`src/rtl/meter_time_ctrl.sv`:
```
// meter_time_ctrl: parking meter timekeeping with coin add, preset, 1 Hz countdown and sequential BCD conversion
// Ports:
//   clk        system clock (display driver fast clock domain)
//   rst_n      asynchronous active-low reset
//   tick_1hz   one-cycle pulse per second, decrements remaining time
//   add_req    one-cycle coin pulses, highest index wins
//   preset_req one-cycle preset pulses, override adds and ticks
//   digit3..0  BCD thousands..ones of the remaining time
//   blink_req  remaining time below LOW_SECS
//   expired    remaining time is zero
//   busy       BCD conversion in progress
module meter_time_ctrl #(
    parameter int MAX_SECS = 9999,
    parameter int LOW_SECS = 180,
    parameter int ADD0     = 60,
    parameter int ADD1     = 120,
    parameter int ADD2     = 180,
    parameter int ADD3     = 300,
    parameter int PRE0     = 15,
    parameter int PRE1     = 150
) (
    input  logic       clk,
    input  logic       rst_n,
    input  logic       tick_1hz,
    input  logic [3:0] add_req,
    input  logic [1:0] preset_req,
    output logic [3:0] digit3,
    output logic [3:0] digit2,
    output logic [3:0] digit1,
    output logic [3:0] digit0,
    output logic       blink_req,
    output logic       expired,
    output logic       busy
);

    typedef enum logic [1:0] {IDLE, SHIFT, LOAD} state_t;

    state_t      state, state_nxt;
    logic [13:0] count, cnt_nxt, add_val, bin;
    logic [14:0] sum;
    logic [15:0] bcd, adj;
    logic [29:0] shifted;
    logic [3:0]  iter;
    logic        dirty;

    always_comb begin
        add_val = add_req[3] ? 14'(ADD3) : add_req[2] ? 14'(ADD2) : add_req[1] ? 14'(ADD1) : 14'(ADD0);
        sum     = {1'b0, count} + {1'b0, add_val};
        cnt_nxt = |preset_req ? (preset_req[1] ? 14'(PRE1) : 14'(PRE0)) :
                  |add_req    ? (sum > 15'(MAX_SECS) ? 14'(MAX_SECS) : sum[13:0]) :
                  (tick_1hz && count != 14'd0) ? count - 14'd1 : count;
    end

    // Shift-add-3: correct every nibble >= 5 before each left shift of {bcd, bin}
    always_comb begin
        adj = bcd;
        for (int i = 0; i < 4; i++)
            adj[4*i +: 4] = (bcd[4*i +: 4] >= 4'd5) ? bcd[4*i +: 4] + 4'd3 : bcd[4*i +: 4];
        shifted = {adj, bin} << 1;
    end

    always_comb begin
        state_nxt = (state == IDLE)  ? (dirty ? SHIFT : IDLE) :
                    (state == SHIFT) ? (iter == 4'd13 ? LOAD : SHIFT) : IDLE;
    end

    always_ff @(posedge clk or negedge rst_n) begin
        if (!rst_n) state <= IDLE;
        else        state <= state_nxt;
    end

    always_ff @(posedge clk or negedge rst_n) begin
        if (!rst_n) begin
            count     <= '0;
            blink_req <= 1'b1;
            expired   <= 1'b1;
            dirty     <= 1'b0;
            bin       <= '0;
            bcd       <= '0;
            iter      <= '0;
            {digit3, digit2, digit1, digit0} <= '0;
        end else begin
            count     <= cnt_nxt;
            blink_req <= cnt_nxt < 14'(LOW_SECS);
            expired   <= cnt_nxt == 14'd0;
            // A change coinciding with the snapshot must survive the clear, so set wins
            dirty     <= (cnt_nxt != count) | (dirty & (state != IDLE));
            if (state == IDLE && dirty) begin
                bin  <= count;
                bcd  <= '0;
                iter <= '0;
            end else if (state == SHIFT) begin
                {bcd, bin} <= shifted;
                iter       <= iter + 4'd1;
            end else if (state == LOAD) begin
                {digit3, digit2, digit1, digit0} <= bcd;
            end
        end
    end

    assign busy = state != IDLE;

endmodule

```
`config.mk`:
```
export PLATFORM = sky130hd
export DESIGN_NAME = meter_time_ctrl
export DESIGN_NICKNAME = d
export VERILOG_FILES = /design/src/rtl/meter_time_ctrl.sv
export SDC_FILE = /design/constraint.sdc
export NUM_CORES = 1
export LEC_CHECK = 0
export CORE_ASPECT_RATIO = 1.75
export CORE_UTILIZATION = 60
export DETAILED_ROUTE_END_ITERATION = 6
export PLACE_DENSITY = 0.77
export SETUP_SLACK_MARGIN = 0.5
export SYNTH_ARGS = -nofsm -noshare
export SYNTH_HDL_FRONTEND = slang
export SYNTH_SLANG_ARGS = --single-unit
export TNS_END_PERCENT = 10
```
`constraint.sdc`:
```
create_clock -name clk -period 3.8 [get_ports clk]
set_clock_uncertainty 0.15 [all_clocks]
set_input_delay 0.57 -clock clk [delete_from_list [all_inputs] [get_ports clk]]
set_output_delay 0.57 -clock clk [all_outputs]
set_load 0.01 [all_outputs]
```
==> implementation parameters, run 1 <==
Parameter                              Value

Power
  Maximum vdd ir drop    356.3 uV
  Power Dens Cells    560.9 mW/mm^2
  Leakage Power    2.680 nW

Finish
  Area growth from synthesis to layout    29.87%
  Design area    0.005989 mm^2
  Fillers    498
  Final Net Count    643
  Antenna diodes    0
  Ratio of cells with drive above 1 in the final layout    0.2774
  Leading cell types in the layout, fill and taps excluded    84 x sky130_fd_sc_hd__buf_4, 67 x sky130_fd_sc_hd__dfrtp_1, 62 x sky130_fd_sc_hd__nand2_1
  Most common cell after layout, fill and taps aside    sky130_fd_sc_hd__buf_4

Clock network
  Clock latency on the worst-skew pair    0.34 ns
  TritonCTS clock tree    done
  Number of clock buffers inserted by TritonCTS    9
  Register clock-pin slew on the reported worst setup and hold paths    0.06 ns
  Maximum clock insertion buffer count    2
  Number of levels the H-tree was split into    3
  Sink Count    69
  Cts hold-fix bufs    0
  Buffer cell driving the clock tree root    sky130_fd_sc_hd__clkbuf_16

Synthesis
  Dominant cell type by area after synthesis    sky130_fd_sc_hd__dfrtp_1
  Average size of a mapped cell    8.869 um^2
  Post-synth top flop    sky130_fd_sc_hd__dfrtp_1
  Synthesized netlist cell count    520
  Number of nets produced by synthesis    548
  Count of different cell masters after synthesis    73
  Total number of yosys warnings    0
  Flop and latch count out of synthesis    69
  Register area share after synthesis    0.3749
  Fraction of synthesized cell area taken by the top area cell type    0.3635
  Top post-synthesis cells by area    sky130_fd_sc_hd__dfrtp_1 36%, sky130_fd_sc_hd__nand2_1 5.2%, sky130_fd_sc_hd__ha_1 4.9%
  Ys async rst share    1.000
  EDFF count, synth    0
  Post-Syn Area    0.004612 mm^2

Detailed routing
  Starting DRC count in detailed routing    368
  Routed WL per cell    20.29 um
  Via count    4587
  Post-DR vias/cell    6.479
  Drt total wl    14.37 mm
  DRC viols    0
  Pre-Repair DR Iteration Count    5
  Remaining antenna violation count after routing    0

Worst setup path
  Top fanout value on the critical path    4
  Type of origin of the critical path    input port
  Worst reg2reg setup slack    0.24 ns
  CP Class    input port to flip-flop
  Endpoint kind of the worst setup timing path    flip-flop
  Critical path data arrival time    3.73 ns
  Reg2reg end    dirty
  Reg2Reg Depth    15
  Critical path data required time    3.86 ns
  Launch point of the worst reg-to-reg path    count[2]

Global route
  First-pass GRT wire length    22.51 mm
  Total congestion overflow    0
  Maximum number of pins on one net before global-route repair    49
  Gr usage total    0.3817
  Number of global-route vias before repair    4577
  Initial antenna violation count    0

Placement
  Final RePlAce weighted congestion    0.9613
  Post-placement setup slack    -0.7750 ns
  Port Buffer Count    27
  Final HPWL DP    10.41 mm
  DP Area    0.005436 mm^2

STA
  Achievable frequency    272.1 MHz
  Final critical path time including I/O delays and setup    3.675 ns
  RSZ-0062 raised after global routing    yes
  Least setup slack across all paths after layout    0.1251 ns
  Normalized max-slew margin    0.2672
  Transition at the pin with the smallest max-transition slack    1.099 ns
  Period utilization    0.9671
  Number of endpoints with negative hold slack in the final report    0
  Final setup violation count    0
  Final Max Slew Viols    0

Die
  Height of the die    118.0 um
  Die Footprint    0.008055 mm^2
  Horizontal die dimension    68.28 um
  Starting Density    0.6137
  Number of placed I/O pins    28
  Core area    0.007515 mm^2
  Std-Cell Rows    42

Run status
  Status    finished clean

Worst hold path
  Hold Path Class    input port to async pin

Job
  Max cap viols    0
==> state kept, by name, indices dropped and copies added, names as in the netlist, 2 cells and up <==
register / cells
digit1: 4
digit3: 4
digit0: 4
count: 14
iter: 4
state: 2
bcd: 16
digit2: 4
bin: 14
==> layout make-up <==
type / count / area, um^2 / share of cell area
multi-input cells: 394 / 2770 / 0.4625
flip-flops and latches: 69 / 1729 / 0.2887
repair buffers: 114 / 954.7 / 0.1594
clock buffers: 9 / 225.2 / 0.03760
well taps: 88 / 110.1 / 0.01838
inverters: 27 / 101.3 / 0.01692
clock inverters: 7 / 98.84 / 0.01650
==> power breakdown <==
group	switching (mW)	internal (mW)	leakage, nW
Clock	0.336	0.578	0.156
Sequential	0.180	0.959	0.877
Combinational	0.709	0.597	1.65
Total	1.23	2.13	2.68
==> metrics by stage <==
stage,hold WS [ns],power [mW],std cells,setup TNS (ns),utilization
floorplan,0.1244,1.897,520,0,-
CTS,0.05596,3.347,707,0,0.7925
global route,0.07855,3.564,708,0,0.7970
finish,0.04652,3.360,708,0,0.7970
global placement,0.3093,2.301,685,-4.878,0.7234
detailed placement,0.3134,2.375,685,-5.793,0.7234
==> worst max path at each step <==
stage,startpoint,end,slack [ns],cells past startpoint
global route,add_req[2],dirty,0.003,17
finish,add_req[2],dirty,0.13,18
CTS,add_req[2],expired,0.18,16
global placement,add_req[2],blink_req,-0.68,14
floorplan,add_req[3],expired,0.09,15
detailed placement,add_req[3],blink_req,-0.78,15
==> cell families after synthesis <==
logic type,share of synthesized area
xor gates and xnor gates,0.03608
AOI/OAI and AO/OA,0.2320
and+or+nand+nor,0.2154
adders and majority gates,0.05318
buffers and inverters,0.06185
muxes,0.02659
DFF,0.3749
==> metal layers <==
metal  track usage  routed length, um
met3       0.05523                653
met2        0.6685               7826
met1        0.3798               4906
met5             0                  0
met4        0.2826                981
==> synthesized netlist by cell type, types with 3 or more instances <==
cell / instances
sky130_fd_sc_hd__o22ai_1: 5
sky130_fd_sc_hd__a21oi_1: 25
sky130_fd_sc_hd__or3_1: 4
sky130_fd_sc_hd__o31ai_1: 9
sky130_fd_sc_hd__nand2b_1: 8
sky130_fd_sc_hd__o211ai_1: 4
sky130_fd_sc_hd__o21ai_0: 40
sky130_fd_sc_hd__a22oi_1: 16
sky130_fd_sc_hd__nor3_1: 13
sky130_fd_sc_hd__a211oi_1: 5
sky130_fd_sc_hd__a21o_1: 3
sky130_fd_sc_hd__a31oi_1: 5
sky130_fd_sc_hd__xnor2_1: 11
sky130_fd_sc_hd__inv_1: 27
sky130_fd_sc_hd__mux2_2: 10
sky130_fd_sc_hd__a32o_1: 4
sky130_fd_sc_hd__and2_2: 3
sky130_fd_sc_hd__nor2_1: 34
sky130_fd_sc_hd__clkbuf_8: 7
sky130_fd_sc_hd__dfrtp_1: 67
sky130_fd_sc_hd__nand2_1: 64
sky130_fd_sc_hd__a221oi_1: 3
sky130_fd_sc_hd__nand3_1: 13
sky130_fd_sc_hd__ha_1: 18
sky130_fd_sc_hd__nand4b_1: 5
sky130_fd_sc_hd__o32ai_1: 3
sky130_fd_sc_hd__nor4_1: 9
sky130_fd_sc_hd__nor3b_1: 4
sky130_fd_sc_hd__nand4_1: 7
sky130_fd_sc_hd__nor2b_1: 6
sky130_fd_sc_hd__clkbuf_1: 21
sky130_fd_sc_hd__xor2_1: 8
sky130_fd_sc_hd__and2_1: 5
sky130_fd_sc_hd__or2_2: 4
==> worst max-delay path, cell delays in order <==
cell and delay (ns):
sky130_fd_sc_hd__buf_8 0.10, sky130_fd_sc_hd__nor2_4 0.12, sky130_fd_sc_hd__nand2_2 0.09, sky130_fd_sc_hd__ha_4 0.17
sky130_fd_sc_hd__buf_4 0.14, sky130_fd_sc_hd__a211oi_4 0.24, sky130_fd_sc_hd__buf_6 0.16, sky130_fd_sc_hd__o31ai_4 0.05
sky130_fd_sc_hd__buf_4 0.17, sky130_fd_sc_hd__and2_4 0.14, sky130_fd_sc_hd__buf_4 0.13, sky130_fd_sc_hd__a41oi_1 0.30
sky130_fd_sc_hd__o21ai_2 0.16, sky130_fd_sc_hd__a221oi_2 0.26, sky130_fd_sc_hd__nor2_1 0.08, sky130_fd_sc_hd__or4_1 0.52
sky130_fd_sc_hd__nor4_1 0.21, sky130_fd_sc_hd__nand4_1 0.12
==> what timing repair did <==
action                                  4_1_cts  5_1_grt
pin swaps                                    21        3
gates resized for setup                      38        6
endpoints found under the setup margin       16       10
setup buffers                                 6        1
Note: power is estimated with default switching activity, not from simulation.
==> run 2: changes to the inputs <==
--- a/config.mk
+++ b/config.mk
@@ -5,10 +5,12 @@
 export SDC_FILE = /design/constraint.sdc
 export NUM_CORES = 1
 export LEC_CHECK = 0
+export CAP_MARGIN = 0
 export CORE_ASPECT_RATIO = 1.75
 export CORE_UTILIZATION = 60
 export DETAILED_ROUTE_END_ITERATION = 6
 export PLACE_DENSITY = 0.77
+export RECOVER_POWER = 25
 export SETUP_SLACK_MARGIN = 0.5
 export SYNTH_ARGS = -nofsm -noshare
 export SYNTH_HDL_FRONTEND = slang
==> run 2 against run 1 <==
Compared with the run above:
- count of clock-buffer cells in the layout unchanged
- via count increased by 0.65%
- hold slack improved by 0.27 ns
- global-route usage unchanged
- maximum frequency about the same
- final cell count unchanged
- die area unchanged
- clock power about the same
- design area decreased by 0.13%
- register-to-register slack about the same
- critical path type unchanged
- largest cell class unchanged
- highest routed layer unchanged
==> implementation parameters, run 2 (synthesis results as in run 1) <==
Parameter                              Value

Worst hold path
  Hold Path Class    input port to async pin

STA
  Period utilization    0.9665 (about the same)
  Final critical path time including I/O delays and setup    3.673 ns (-0.002270 ns)
  Achievable frequency    272.3 MHz (about the same)
  Number of endpoints with negative hold slack in the final report    0 (unchanged)
  Final Max Slew Viols    0 (unchanged)
  Hold WS    0.3192 ns (+0.2727 ns)
  Normalized max-slew margin    0.1876 (-0.07959)
  Fin Setup TNS    0 ns (unchanged)
  RSZ-0062 raised after global routing    yes
  Transition at the pin with the smallest max-transition slack    1.219 ns (+0.1194 ns)
  Final setup violation count    0 (unchanged)

Global route
  Number of global-route vias before repair    4577 (unchanged)
  First-pass GRT wire length    22.51 mm (unchanged)
  Maximum number of pins on one net before global-route repair    49 (unchanged)
  Total congestion overflow    0 (unchanged)
  Gr usage total    0.3817 (unchanged)
  Initial antenna violation count    0 (unchanged)

Finish
  Util after Layout    0.7960 (-0.0009990)
  Max FFs per register    16 (unchanged)
  Largest register by flop count    bcd
  Antenna diodes    0 (unchanged)
  Final Net Count    643 (unchanged)
  Fillers    501 (+0.60%)
  Ratio of cells with drive above 1 in the final layout    0.2742 (-0.003226)
  Top Registers    bcd (16), bin (14), count (14)
  Most common cell after layout, fill and taps aside    sky130_fd_sc_hd__buf_4
  Leading cell types in the layout, fill and taps excluded    82 x sky130_fd_sc_hd__buf_4, 67 x sky130_fd_sc_hd__dfrtp_1, 62 x sky130_fd_sc_hd__nand2_1
  Area growth from synthesis to layout    29.71%

Power
  Share of power burned in combinational logic    0.388 (about the same)
  Internal power of the cells    2.130 mW (-0.15%)
  Clock power frac    0.273 (about the same)
  Switching power    1.228 mW (+0.21%)
  Power Dens Cells    561.5 mW/mm^2 (+0.10%)
  Leakage Power    2.673 nW (-0.25%)
  Power share of the sequential group    0.339 (about the same)
  Overall power after layout    3.359 mW (about the same)
  Maximum vdd ir drop    359.6 uV (+0.93%)
  Switching share of power    0.3657 (+0.0008393)

Worst setup path
  Critical path data required time    3.86 ns (about the same)
  Critical path data arrival time    3.73 ns (about the same)
  Type of origin of the critical path    input port
  Startpoint of the most critical setup path    add_req[2]
  Endpoint kind of the worst setup timing path    flip-flop
  Top fanout value on the critical path    4 (unchanged)
  CP Class    input port to flip-flop
  Launch point of the worst reg-to-reg path    count[2]

Clock network
  Number of levels the H-tree was split into    3 (unchanged)
  Number of clock buffers inserted by TritonCTS    9 (unchanged)
  Clock latency on the worst-skew pair    0.34 ns (about the same)
  Sink Count    69 (unchanged)
  Register clock-pin slew on the reported worst setup and hold paths    0.06 ns (about the same)
  Maximum clock insertion buffer count    2 (unchanged)
  TritonCTS clock tree    done
  Cts hold-fix bufs    0 (unchanged)
  Buffer cell driving the clock tree root    sky130_fd_sc_hd__clkbuf_16

Detailed routing
  Pre-Repair DR Iteration Count    5 (unchanged)
  DRC viols    0 (unchanged)
  Via count    4617 (+0.65%)
  Remaining antenna violation count after routing    0 (unchanged)
  Routed WL per cell    20.35 um (+0.30%)
  Drt total wl    14.41 mm (+0.30%)
  Starting DRC count in detailed routing    370 (+0.54%)
  Post-DR vias/cell    6.521 (+0.65%)

Die
  Horizontal die dimension    68.28 um (unchanged)
  Height of the die    118.0 um (unchanged)
  Std-Cell Rows    42 (unchanged)
  Number of placed I/O pins    28 (unchanged)
  Core area    0.007515 mm^2 (unchanged)
  Die Footprint    0.008055 mm^2 (unchanged)
  Starting Density    0.6137 (unchanged)

Placement
  Final HPWL DP    10.41 mm (unchanged)
  Port Buffer Count    27 (unchanged)
  Final RePlAce weighted congestion    0.9613 (unchanged)

Job
  Max cap viols    0 (unchanged)

Run status
  Status    finished clean
-- run 2: power groups by stage --
stage	logic, mW	registers, mW	clock network, mW
after global routing	1.43	1.18	0.952
after detailed placement	1.23	1.14	0
after floorplan	0.781	1.12	0
after CTS	1.29	1.14	0.922
final	1.30	1.14	0.915
after global placement	1.17	1.13	0
-- run 2: final cells by class --
type / instances / area [um^2] / area share
inverters: 27 / 101.3 / 0.01694
clock buffers: 9 / 225.2 / 0.03765
repair buffers: 114 / 947.2 / 0.1583
multi-input cells: 394 / 2770 / 0.4631
clock inverters: 7 / 98.84 / 0.01652
well taps: 88 / 110.1 / 0.01841
flip-flops and latches: 69 / 1729 / 0.2891
-- run 2: worst paths after layout --
check,to,slack [ns],cells past startpoint
worst min-delay path,bcd[1],0.32,1
worst max register to register,dirty,0.24,15
worst max-delay path,dirty,0.13,18
max in group asynchronous,digit2[2],1.39,2
min in group clk,bin[5],0.33,2
worst min register to register,bin[5],0.33,2
-- run 2: through the flow --
step           area (um^2)  instances  worst slack [ns]
6_report              5982        708            0.1273
5_1_grt               5982        708          0.003390
4_1_cts               5956        707            0.1770
3_5_place_dp          5436        685           -0.7750
3_3_place_gp          5436        685           -0.6803
2_1_floorplan         4638        520           0.08503
-- run 2: layer usage --
| layer | wire, um | share of wire | GRT usage | up-vias |
|---|---|---|---|---|
| met5 | 0 | 0 | 0 | - |
| met4 | 1008 | 0.070 | 0.2826 | 0 |
| met3 | 697 | 0.048 | 0.05523 | 80 |
| met2 | 7808 | 0.54 | 0.6685 | 220 |
| met1 | 4893 | 0.34 | 0.3798 | 2219 |
| li1 | - | - | - | 2098 |
-- run 2: what timing repair did --
action | CTS | global route
pin swaps | 21 | 3
endpoints found under the setup margin | 16 | 10
gates resized for setup | 38 | 6
setup buffers | 6 | 1
endpoints found under the hold margin | 0 | 0
-- run 2: worst max-delay path, cell delays in order --
cell and delay [ns]:
sky130_fd_sc_hd__buf_8 0.10, sky130_fd_sc_hd__nor2_4 0.12, sky130_fd_sc_hd__nand2_2 0.08, sky130_fd_sc_hd__ha_4 0.17
sky130_fd_sc_hd__buf_4 0.14, sky130_fd_sc_hd__a211oi_4 0.24, sky130_fd_sc_hd__buf_6 0.16, sky130_fd_sc_hd__o31ai_4 0.05
sky130_fd_sc_hd__buf_4 0.17, sky130_fd_sc_hd__and2_4 0.14, sky130_fd_sc_hd__buf_4 0.13, sky130_fd_sc_hd__a41oi_1 0.31
sky130_fd_sc_hd__o21ai_2 0.16, sky130_fd_sc_hd__a221oi_2 0.25, sky130_fd_sc_hd__nor2_1 0.08, sky130_fd_sc_hd__or4_1 0.52
sky130_fd_sc_hd__nor4_1 0.21, sky130_fd_sc_hd__nand4_1 0.12
